--- src/rtl/uart_pkg.sv ---
// Shared definitions for the UART PHY with RX/TX FIFOs.
// Holds the parity mode encodings, the FSM state type shared by the RX and TX
// engines, the smallest usable clocks-per-bit value and a parity helper.
package uart_pkg;

   // Parity mode encodings for the PARITY parameter
   localparam int unsigned ParityNone = 0;
   localparam int unsigned ParityEven = 1;
   localparam int unsigned ParityOdd  = 2;

   // Below this the half-bit start sample and the synchroniser latency collide
   localparam int unsigned MinDiv = 4;

   typedef enum logic [2:0] {
      StIdle,
      StStart,
      StData,
      StParity,
      StStop
   } uart_state_e;

   // Parity bit that makes the frame satisfy the selected mode
   function automatic logic parity_bit(input logic [7:0] data, input int unsigned mode);
      logic p;
      case (mode)
         ParityEven: p = ^data;
         ParityOdd:  p = ~(^data);
         default:    p = 1'b0;
      endcase
      return p;
   endfunction

endpackage

--- src/rtl/uart_sync_fifo.sv ---
// Byte-wide synchronous FIFO, first-word-fall-through.
// Ports:
//   clk_i, rst_i     clock, synchronous active-high reset
//   wr_en_i, wdata_i push request and data
//   rd_en_i          pop request
//   rdata_o          head byte (0 while empty)
//   empty_o          FIFO holds no data
//   cnt_o            occupancy, AW+1 bits (MSB set means full)
//   ovf_o            push request dropped this cycle (full, no pop)
module uart_sync_fifo #(
   parameter int unsigned AW = 3
) (
   input  logic          clk_i,
   input  logic          rst_i,
   input  logic          wr_en_i,
   input  logic [7:0]    wdata_i,
   input  logic          rd_en_i,
   output logic [7:0]    rdata_o,
   output logic          empty_o,
   output logic [AW:0]   cnt_o,
   output logic          ovf_o
);

   localparam int unsigned Depth = 2 ** AW;
   localparam int unsigned CW    = AW + 1;

   logic [7:0]    mem_q [Depth];
   logic [AW-1:0] wptr_q, wptr_d;
   logic [AW-1:0] rptr_q, rptr_d;
   logic [AW:0]   cnt_q, cnt_d;
   logic          full, rd_ok, wr_ok;

   assign empty_o = (cnt_q == '0);
   assign full    = (cnt_q == CW'(Depth));
   assign rd_ok   = rd_en_i && !empty_o;
   // A pop in the same cycle frees the slot, so a push on full still lands
   assign wr_ok   = wr_en_i && (!full || rd_ok);
   assign ovf_o   = wr_en_i && !wr_ok;
   assign cnt_o   = cnt_q;
   assign rdata_o = empty_o ? 8'h00 : mem_q[rptr_q];

   always_comb begin
      wptr_d = wptr_q;
      rptr_d = rptr_q;
      cnt_d  = cnt_q + CW'(wr_ok) - CW'(rd_ok);
      if (wr_ok) wptr_d = wptr_q + AW'(1);
      if (rd_ok) rptr_d = rptr_q + AW'(1);
   end

   always_ff @(posedge clk_i) begin
      if (rst_i) begin
         wptr_q <= '0;
         rptr_q <= '0;
         cnt_q  <= '0;
      end else begin
         wptr_q <= wptr_d;
         rptr_q <= rptr_d;
         cnt_q  <= cnt_d;
      end
   end

   // Storage needs no reset: rdata_o is masked while empty
   always_ff @(posedge clk_i) begin
      if (wr_ok) mem_q[wptr_q] <= wdata_i;
   end

endmodule

--- src/rtl/uart_phy_fifo.sv ---
// UART PHY with an RX FIFO and a TX FIFO.
// Ports:
//   clk, rst                    clock, synchronous active-high reset
//   rx, tx                      serial in (asynchronous) / serial out (idle high)
//   rx_rden, rx_rdata           pop / head byte of the RX FIFO (fall-through)
//   rx_fifo_dvalid, _full       RX FIFO non-empty / full
//   rx_fifo_rcntrs              RX FIFO occupancy
//   rx_fifo_overrun/_underrun   sticky: received byte dropped / pop on empty
//   rx_frame_err, rx_parity_err sticky: stop bit low / parity mismatch
//   tx_wdata, tx_wten           byte to send / push strobe
//   tx_fifo_full                TX FIFO full
//   tx_fifo_overrun             sticky: push on full dropped
//   tx_fifo_underrun            tied 0
//   clear_err                   clears every sticky flag
module uart_phy_fifo #(
   parameter int unsigned DIV       = 434,
   parameter int unsigned FIFO_AW   = 3,
   parameter int unsigned PARITY    = 0,
   parameter int unsigned STOP_BITS = 1
) (
   input  logic               clk,
   input  logic               rst,
   input  logic               rx,
   output logic               tx,
   input  logic               rx_rden,
   output logic [7:0]         rx_rdata,
   output logic               rx_fifo_dvalid,
   output logic               rx_fifo_full,
   output logic               rx_fifo_overrun,
   output logic               rx_fifo_underrun,
   output logic [FIFO_AW:0]   rx_fifo_rcntrs,
   output logic               rx_frame_err,
   output logic               rx_parity_err,
   input  logic [7:0]         tx_wdata,
   input  logic               tx_wten,
   output logic               tx_fifo_full,
   output logic               tx_fifo_overrun,
   output logic               tx_fifo_underrun,
   input  logic               clear_err
);

   import uart_pkg::*;

   localparam int unsigned BitDiv = (DIV < MinDiv) ? MinDiv : DIV;
   localparam int unsigned CntW   = $clog2(BitDiv);

   // ---------------- RX ----------------
   logic            rx_s1_q, rx_s2_q, rx_prev_q;
   uart_state_e     rx_state_q, rx_state_d;
   logic [CntW-1:0] rx_cnt_q, rx_cnt_d;
   logic [2:0]      rx_bit_q, rx_bit_d;
   logic [7:0]      rx_shift_q, rx_shift_d;
   logic            rx_bad_q, rx_bad_d;   // parity failed in the current frame
   logic            rx_brk_q, rx_brk_d;   // stop bit was low, wait for line high
   logic            rx_push_q, rx_push_d;
   logic            rx_perr_set, rx_ferr_set;
   logic            rx_ovf, rx_empty;
   logic            rx_ovr_q, rx_udr_q, rx_ferr_q, rx_perr_q;

   always_comb begin
      rx_state_d  = rx_state_q;
      rx_cnt_d    = rx_cnt_q + CntW'(1);
      rx_bit_d    = rx_bit_q;
      rx_shift_d  = rx_shift_q;
      rx_bad_d    = rx_bad_q;
      rx_brk_d    = rx_brk_q;
      rx_push_d   = 1'b0;
      rx_perr_set = 1'b0;
      rx_ferr_set = 1'b0;
      unique case (rx_state_q)
         StIdle: begin
            rx_cnt_d = '0;
            if (rx_prev_q && !rx_s2_q) begin
               rx_state_d = StStart;
               rx_bad_d   = 1'b0;
               rx_brk_d   = 1'b0;
            end
         end
         StStart: begin
            if (rx_cnt_q == CntW'(BitDiv / 2 - 1)) begin
               rx_cnt_d   = '0;
               rx_bit_d   = '0;
               // Line back high at mid-start: treat as a glitch
               rx_state_d = rx_s2_q ? StIdle : StData;
            end
         end
         StData: begin
            if (rx_cnt_q == CntW'(BitDiv - 1)) begin
               rx_cnt_d   = '0;
               rx_shift_d = {rx_s2_q, rx_shift_q[7:1]};
               rx_bit_d   = rx_bit_q + 3'd1;
               if (rx_bit_q == 3'd7) rx_state_d = (PARITY != ParityNone) ? StParity : StStop;
            end
         end
         StParity: begin
            if (rx_cnt_q == CntW'(BitDiv - 1)) begin
               rx_cnt_d   = '0;
               rx_state_d = StStop;
               if (rx_s2_q != parity_bit(rx_shift_q, PARITY)) begin
                  rx_bad_d    = 1'b1;
                  rx_perr_set = 1'b1;
               end
            end
         end
         StStop: begin
            if (rx_brk_q) begin
               rx_cnt_d = '0;
               if (rx_s2_q) rx_state_d = StIdle;
            end else if (rx_cnt_q == CntW'(BitDiv - 1)) begin
               rx_cnt_d = '0;
               if (!rx_s2_q) begin
                  rx_ferr_set = 1'b1;
                  rx_brk_d    = 1'b1;
               end else begin
                  rx_push_d  = !rx_bad_q;
                  rx_state_d = StIdle;
               end
            end
         end
         default: rx_state_d = StIdle;
      endcase
   end

   uart_sync_fifo #(
      .AW (FIFO_AW)
   ) u_rx_fifo (
      .clk_i   (clk),
      .rst_i   (rst),
      .wr_en_i (rx_push_q),
      .wdata_i (rx_shift_q),
      .rd_en_i (rx_rden),
      .rdata_o (rx_rdata),
      .empty_o (rx_empty),
      .cnt_o   (rx_fifo_rcntrs),
      .ovf_o   (rx_ovf)
   );

   assign rx_fifo_dvalid   = !rx_empty;
   assign rx_fifo_full     = rx_fifo_rcntrs[FIFO_AW];
   assign rx_fifo_overrun  = rx_ovr_q;
   assign rx_fifo_underrun = rx_udr_q;
   assign rx_frame_err     = rx_ferr_q;
   assign rx_parity_err    = rx_perr_q;

   // ---------------- TX ----------------
   uart_state_e     tx_state_q, tx_state_d;
   logic [CntW-1:0] tx_cnt_q, tx_cnt_d;
   logic [2:0]      tx_bit_q, tx_bit_d;
   logic            tx_stop_q, tx_stop_d;
   logic [7:0]      tx_shift_q, tx_shift_d;
   logic            tx_par_q, tx_par_d;
   logic            tx_q, tx_d;
   logic            tx_pop, tx_last, tx_last_stop;
   logic            tx_empty, tx_ovf;
   logic [7:0]      tx_head;
   logic [FIFO_AW:0] tx_cnt;
   logic            tx_ovr_q;

   always_comb begin
      tx_state_d   = tx_state_q;
      tx_cnt_d     = tx_cnt_q + CntW'(1);
      tx_bit_d     = tx_bit_q;
      tx_stop_d    = tx_stop_q;
      tx_shift_d   = tx_shift_q;
      tx_par_d     = tx_par_q;
      tx_d         = tx_q;
      tx_pop       = 1'b0;
      tx_last      = (tx_cnt_q == CntW'(BitDiv - 1));
      tx_last_stop = (STOP_BITS < 2) || tx_stop_q;
      unique case (tx_state_q)
         StIdle: begin
            tx_d     = 1'b1;
            tx_cnt_d = '0;
            if (!tx_empty) begin
               tx_pop     = 1'b1;
               tx_shift_d = tx_head;
               tx_par_d   = parity_bit(tx_head, PARITY);
               tx_state_d = StStart;
               tx_d       = 1'b0;
            end
         end
         StStart: begin
            if (tx_last) begin
               tx_cnt_d   = '0;
               tx_bit_d   = '0;
               tx_state_d = StData;
               tx_d       = tx_shift_q[0];
            end
         end
         StData: begin
            if (tx_last) begin
               tx_cnt_d   = '0;
               tx_bit_d   = tx_bit_q + 3'd1;
               tx_shift_d = {1'b0, tx_shift_q[7:1]};
               tx_d       = tx_shift_q[1];
               if (tx_bit_q == 3'd7) begin
                  tx_stop_d = 1'b0;
                  if (PARITY != ParityNone) begin
                     tx_state_d = StParity;
                     tx_d       = tx_par_q;
                  end else begin
                     tx_state_d = StStop;
                     tx_d       = 1'b1;
                  end
               end
            end
         end
         StParity: begin
            if (tx_last) begin
               tx_cnt_d   = '0;
               tx_state_d = StStop;
               tx_d       = 1'b1;
            end
         end
         StStop: begin
            if (tx_last) begin
               tx_cnt_d = '0;
               if (!tx_last_stop) begin
                  tx_stop_d = 1'b1;
               end else if (!tx_empty) begin
                  // Next byte starts right after the stop bit, no idle gap
                  tx_pop     = 1'b1;
                  tx_shift_d = tx_head;
                  tx_par_d   = parity_bit(tx_head, PARITY);
                  tx_state_d = StStart;
                  tx_d       = 1'b0;
               end else begin
                  tx_state_d = StIdle;
               end
            end
         end
         default: tx_state_d = StIdle;
      endcase
   end

   uart_sync_fifo #(
      .AW (FIFO_AW)
   ) u_tx_fifo (
      .clk_i   (clk),
      .rst_i   (rst),
      .wr_en_i (tx_wten),
      .wdata_i (tx_wdata),
      .rd_en_i (tx_pop),
      .rdata_o (tx_head),
      .empty_o (tx_empty),
      .cnt_o   (tx_cnt),
      .ovf_o   (tx_ovf)
   );

   assign tx               = tx_q;
   assign tx_fifo_full     = tx_cnt[FIFO_AW];
   assign tx_fifo_overrun  = tx_ovr_q;
   assign tx_fifo_underrun = 1'b0;

   // ---------------- State ----------------
   always_ff @(posedge clk) begin
      if (rst) begin
         rx_s1_q    <= 1'b1;
         rx_s2_q    <= 1'b1;
         rx_prev_q  <= 1'b1;
         rx_state_q <= StIdle;
         rx_cnt_q   <= '0;
         rx_bit_q   <= '0;
         rx_shift_q <= '0;
         rx_bad_q   <= 1'b0;
         rx_brk_q   <= 1'b0;
         rx_push_q  <= 1'b0;
         tx_state_q <= StIdle;
         tx_cnt_q   <= '0;
         tx_bit_q   <= '0;
         tx_stop_q  <= 1'b0;
         tx_shift_q <= '0;
         tx_par_q   <= 1'b0;
         tx_q       <= 1'b1;
         rx_ovr_q   <= 1'b0;
         rx_udr_q   <= 1'b0;
         rx_ferr_q  <= 1'b0;
         rx_perr_q  <= 1'b0;
         tx_ovr_q   <= 1'b0;
      end else begin
         rx_s1_q    <= rx;
         rx_s2_q    <= rx_s1_q;
         rx_prev_q  <= rx_s2_q;
         rx_state_q <= rx_state_d;
         rx_cnt_q   <= rx_cnt_d;
         rx_bit_q   <= rx_bit_d;
         rx_shift_q <= rx_shift_d;
         rx_bad_q   <= rx_bad_d;
         rx_brk_q   <= rx_brk_d;
         rx_push_q  <= rx_push_d;
         tx_state_q <= tx_state_d;
         tx_cnt_q   <= tx_cnt_d;
         tx_bit_q   <= tx_bit_d;
         tx_stop_q  <= tx_stop_d;
         tx_shift_q <= tx_shift_d;
         tx_par_q   <= tx_par_d;
         tx_q       <= tx_d;
         // Set events take priority over clear_err
         rx_ovr_q   <= rx_ovf | (rx_ovr_q & ~clear_err);
         rx_udr_q   <= (rx_rden & rx_empty) | (rx_udr_q & ~clear_err);
         rx_ferr_q  <= rx_ferr_set | (rx_ferr_q & ~clear_err);
         rx_perr_q  <= rx_perr_set | (rx_perr_q & ~clear_err);
         tx_ovr_q   <= tx_ovf | (tx_ovr_q & ~clear_err);
      end
   end

endmodule

--- config.mk ---
export PLATFORM = sky130hd
export DESIGN_NAME = uart_phy_fifo
export DESIGN_NICKNAME = d
export VERILOG_FILES = /design/src/rtl/uart_pkg.sv /design/src/rtl/uart_sync_fifo.sv /design/src/rtl/uart_phy_fifo.sv
export SDC_FILE = /design/constraint.sdc
export NUM_CORES = 1
export LEC_CHECK = 0
export ABC_AREA = 0
export CAP_MARGIN = 5
export CORE_ASPECT_RATIO = 0.8
export CORE_MARGIN = 2
export CORE_UTILIZATION = 35
export CTS_CLUSTER_SIZE = 12
export DETAILED_ROUTE_END_ITERATION = 8
export PLACE_DENSITY_LB_ADDON = 0.2
export RECOVER_POWER = 25
export SETUP_SLACK_MARGIN = 0.5
export SYNTH_ARGS = -nofsm -noshare
export SYNTH_HDL_FRONTEND = slang
export SYNTH_SLANG_ARGS = --single-unit
--- constraint.sdc ---
create_clock -name clk -period 5.4 [get_ports clk]
set_input_delay 1.62 -clock clk [delete_from_list [all_inputs] [get_ports clk]]
set_output_delay 1.62 -clock clk [all_outputs]
set_load 0.02 [all_outputs]
==> impl_metrics.json <==
{
  "fin_total_pwr_mw": 4.580,
  "start_util": 0.3549,
  "postCtsHoldBufs": 0,
  "dpl-instance-area_sq_um": 9605,
  "port_buffers": 34,
  "drc": 0,
  "cts_tree": "yes",
  "post-route-period-util": 0.7841,
  "synth_ff_type": "edfxtp_1",
  "viasPerCell": 5.127,
  "final_nets": 727,
  "drv_cap": 0,
  "fin_crit_ps": 4234,
  "grt_use_met1": 0.1865,
  "clock_skew_ps": 12.39,
  "tightest_slew_ps": 1145,
  "root_buffer": "clkbuf_16",
  "syn-num-nets": 690,
  "hpwl_mm": 11.66,
  "die_h_um": 146.9,
  "holdPathEnd": "rx_s2_q",
  "ir_drop_uv": 237.2,
  "drive_above_1_share": 0.1351,
  "setup_ws_ps": 1166,
  "tns_ps": 0,
  "slew_headroom": 0.2366,
  "ff2ff_path_depth": 8,
  "r2r_start": "tx_cnt_q[0]",
  "power_leakage_nw": 3.503,
  "grt_overflow": 0,
  "worst-setup-path-type": "register to output pin",
  "min_path_cells": 1,
  "cts_made_buffers": 22,
  "cp.arrival_ps": 2610,
  "drtPass1Iterations": 5,
  "rr_endpoint": "u_tx_fifo.cnt_o[1]",
  "timing.fmax_mhz": 236.2,
  "use_met2": 0.2125,
  "drt-total-wl_mm": 17.36,
  "ys_types": 78,
  "cpMaxStageDelayCell": "dfxtp_1",
  "n_fill_cell": 2296,
  "vias": 5265,
  "grt_pass1_vias": 5289,
  "synth_area_sq_um": 8936,
  "startpoint_type": "register",
  "grt_max_degree": 31,
  "yosysWarningCount": 0,
  "syn_inst": 650,
  "hold_class": "register to register",
  "cts-resized-gates": 0,
  "synthArstFlopShare": 0,
  "final_common_cell": "edfxtp_1",
  "crit_path_max_incr_delay_ps": 860,
  "clk_latency_ps": 500,
  "grt.busiest_layer": "met2",
  "crit_required_ps": 3780,
  "crit_path_end_kind": "output pin",
  "hp-start": "rx_s1_q",
  "fin_area_sq_um": 10280,
  "antenna_found_initial": 0,
  "grtUsageMet3": 0.02281,
  "syn_to_final_growth_pct": 15.01,
  "finalHoldViolCount": 0,
  "final_antenna_net_count": 0,
  "cts.sinks": 212,
  "routabilityCongestion": 0.7644,
  "core_area_sq_um": 25180,
  "power_density_nw_per_um2": 445.6,
  "layout_common_cells": "128 x edfxtp_1, 84 x dfxtp_1, 56 x nor2_1",
  "status": "finished, final reports clean",
  "synth.avg_cell_area_sq_um": 13.75,
  "wl_per_cell_um": 16.90,
  "cp.buffers_inverters": 1,
  "finalSetupViolCount": 0,
  "dieArea_sq_um": 26830,
  "synth-edff-count": 128,
  "path_clk_slew_ps": 60,
  "ys_seq_area_frac": 0.6183,
  "boundaryPins": 36,
  "clockBufferDepth": 3,
  "critPathMaxFanout": 16,
  "synth_seq_cells": 212,
  "n_antenna_cell": 0,
  "grt_pass1_wl_mm": 28.26,
  "rows": 52,
  "post_cts_buffers": 0,
  "htree_levels": 1,
  "first_iter_violations": 397,
  "die_w_um": 182.6,
  "place_ws_ps": 1398,
  "final_max_slew_viol_count": 0,
  "grt_usage": 0.1318,
  "r2r_slack_ps": 2560,
  "worstPathCellList": "mux4_2 > mux2i_1 > nor2_1 > clkdlybuf4s50_1",
  "rsz0062_at_grt": "no",
  "path_delay_family": "flip-flops"
}
## per-stage QoR
stage / std cells / util / hold slack (ps)
3_3_place_gp: 987 / 0.3815 / 410.4
6_report: 1027 / 0.4082 / 418.3
3_5_place_dp: 987 / 0.3815 / 407.6
2_1_floorplan: 650 / - / 389.5
4_1_cts: 1027 / 0.4084 / 425.1
5_1_grt: 1027 / 0.4082 / 449.7
## synthesized netlist by cell type (3+ instances only)
cell type,count,share of area
and2_1,3,0.0021
nor4_1,3,0.0021
mux4_2,32,0.081
dfxtp_1,84,0.19
nor3_1,8,0.0045
edfxtp_1,128,0.43
or4_1,4,0.0034
a21oi_1,23,0.013
nand2b_1,9,0.0063
xnor2_1,10,0.0098
nand3_1,20,0.011
o21ai_1,4,0.0022
o21ai_0,9,0.0050
and4b_1,3,0.0034
or2_2,3,0.0021
nor2_1,56,0.024
inv_1,31,0.013
and3_1,4,0.0028
nand4_1,9,0.0063
nor2b_1,9,0.0063
nor2_2,9,0.0063
and4_1,3,0.0029
mux2i_1,26,0.029
nand2_1,21,0.0088
ha_1,24,0.034
nor3b_1,4,0.0034
buf_4,3,0.0025
o221ai_1,7,0.0069
buf_2,11,0.0062
a21o_1,4,0.0034
buf_1,8,0.0034
clkbuf_1,8,0.0034
xor2_1,12,0.012
## routing by layer
layer | wire, um | vias up
met5 | 0 | -
met4 | 294 | 0
met3 | 744 | 21
met2 | 8007 | 105
met1 | 8309 | 2629
li1 | - | 2510
## report_power, final
group          total [mW]  internal (mW)  switching [mW]
clock network        1.43          0.849           0.584
registers            2.01           1.86           0.153
logic                1.13          0.566           0.568
total                4.58           3.28            1.30
## cell families (layout without fill, tap and decap cells)
logic type      after synthesis  count (layout)  synth area share
other cells                   1               1         0.0004196
flops                       212             212            0.6183
mux                          61              61            0.1136
xor+xnor                     22              22           0.02156
buf+inv                      65             118           0.03108
fa+ha+maj                    26              26           0.03808
simple gates                190             190            0.1215
compound gates               73              73           0.05545
## cell type report
type	count	area, sq um	area share
timing repair buffer	45	416.7	0.04054
tap	324	405.4	0.03944
sequential	212	5525	0.5376
clock buffer	37	638.1	0.06209
inverter	33	123.9	0.01205
multi-input combinational	373	3129	0.3045
clock inverter	3	38.79	0.003774
## state kept, by name, summed over array words and instances, names as in the netlist, 3 cells and up, named ones only
| register | count |
|---|---|
| rx_state_q | 3 |
| tx_cnt_q | 9 |
| u_tx_fifo.wptr_q | 3 |
| u_tx_fifo.mem_q | 64 |
| u_rx_fifo.cnt_o | 4 |
| u_tx_fifo.cnt_o | 4 |
| u_rx_fifo.wptr_q | 3 |
| rx_bit_q | 3 |
| u_rx_fifo.rptr_q | 3 |
| u_rx_fifo.mem_q | 64 |
| rx_shift_q | 8 |
| rx_cnt_q | 9 |
| tx_bit_q | 3 |
| u_tx_fifo.rptr_q | 3 |
| tx_shift_q | 8 |
| tx_state_q | 3 |
## how the worst max path moves through the flow
stage                        start                     to  slack [ps]  cells past startpoint
after floorplan            tx_wten  u_tx_fifo.mem_q[2][0]        1850                      4
after global placement     tx_wten     u_tx_fifo.cnt_o[2]        1500                      9
after detailed placement   tx_wten     u_tx_fifo.cnt_o[2]        1400                      9
after CTS                 register            rx_rdata[7]        1100                      4
after global routing      register            rx_rdata[7]        1050                      4
final                     register            rx_rdata[7]        1170                      4
(Power assumes the default switching activity.)
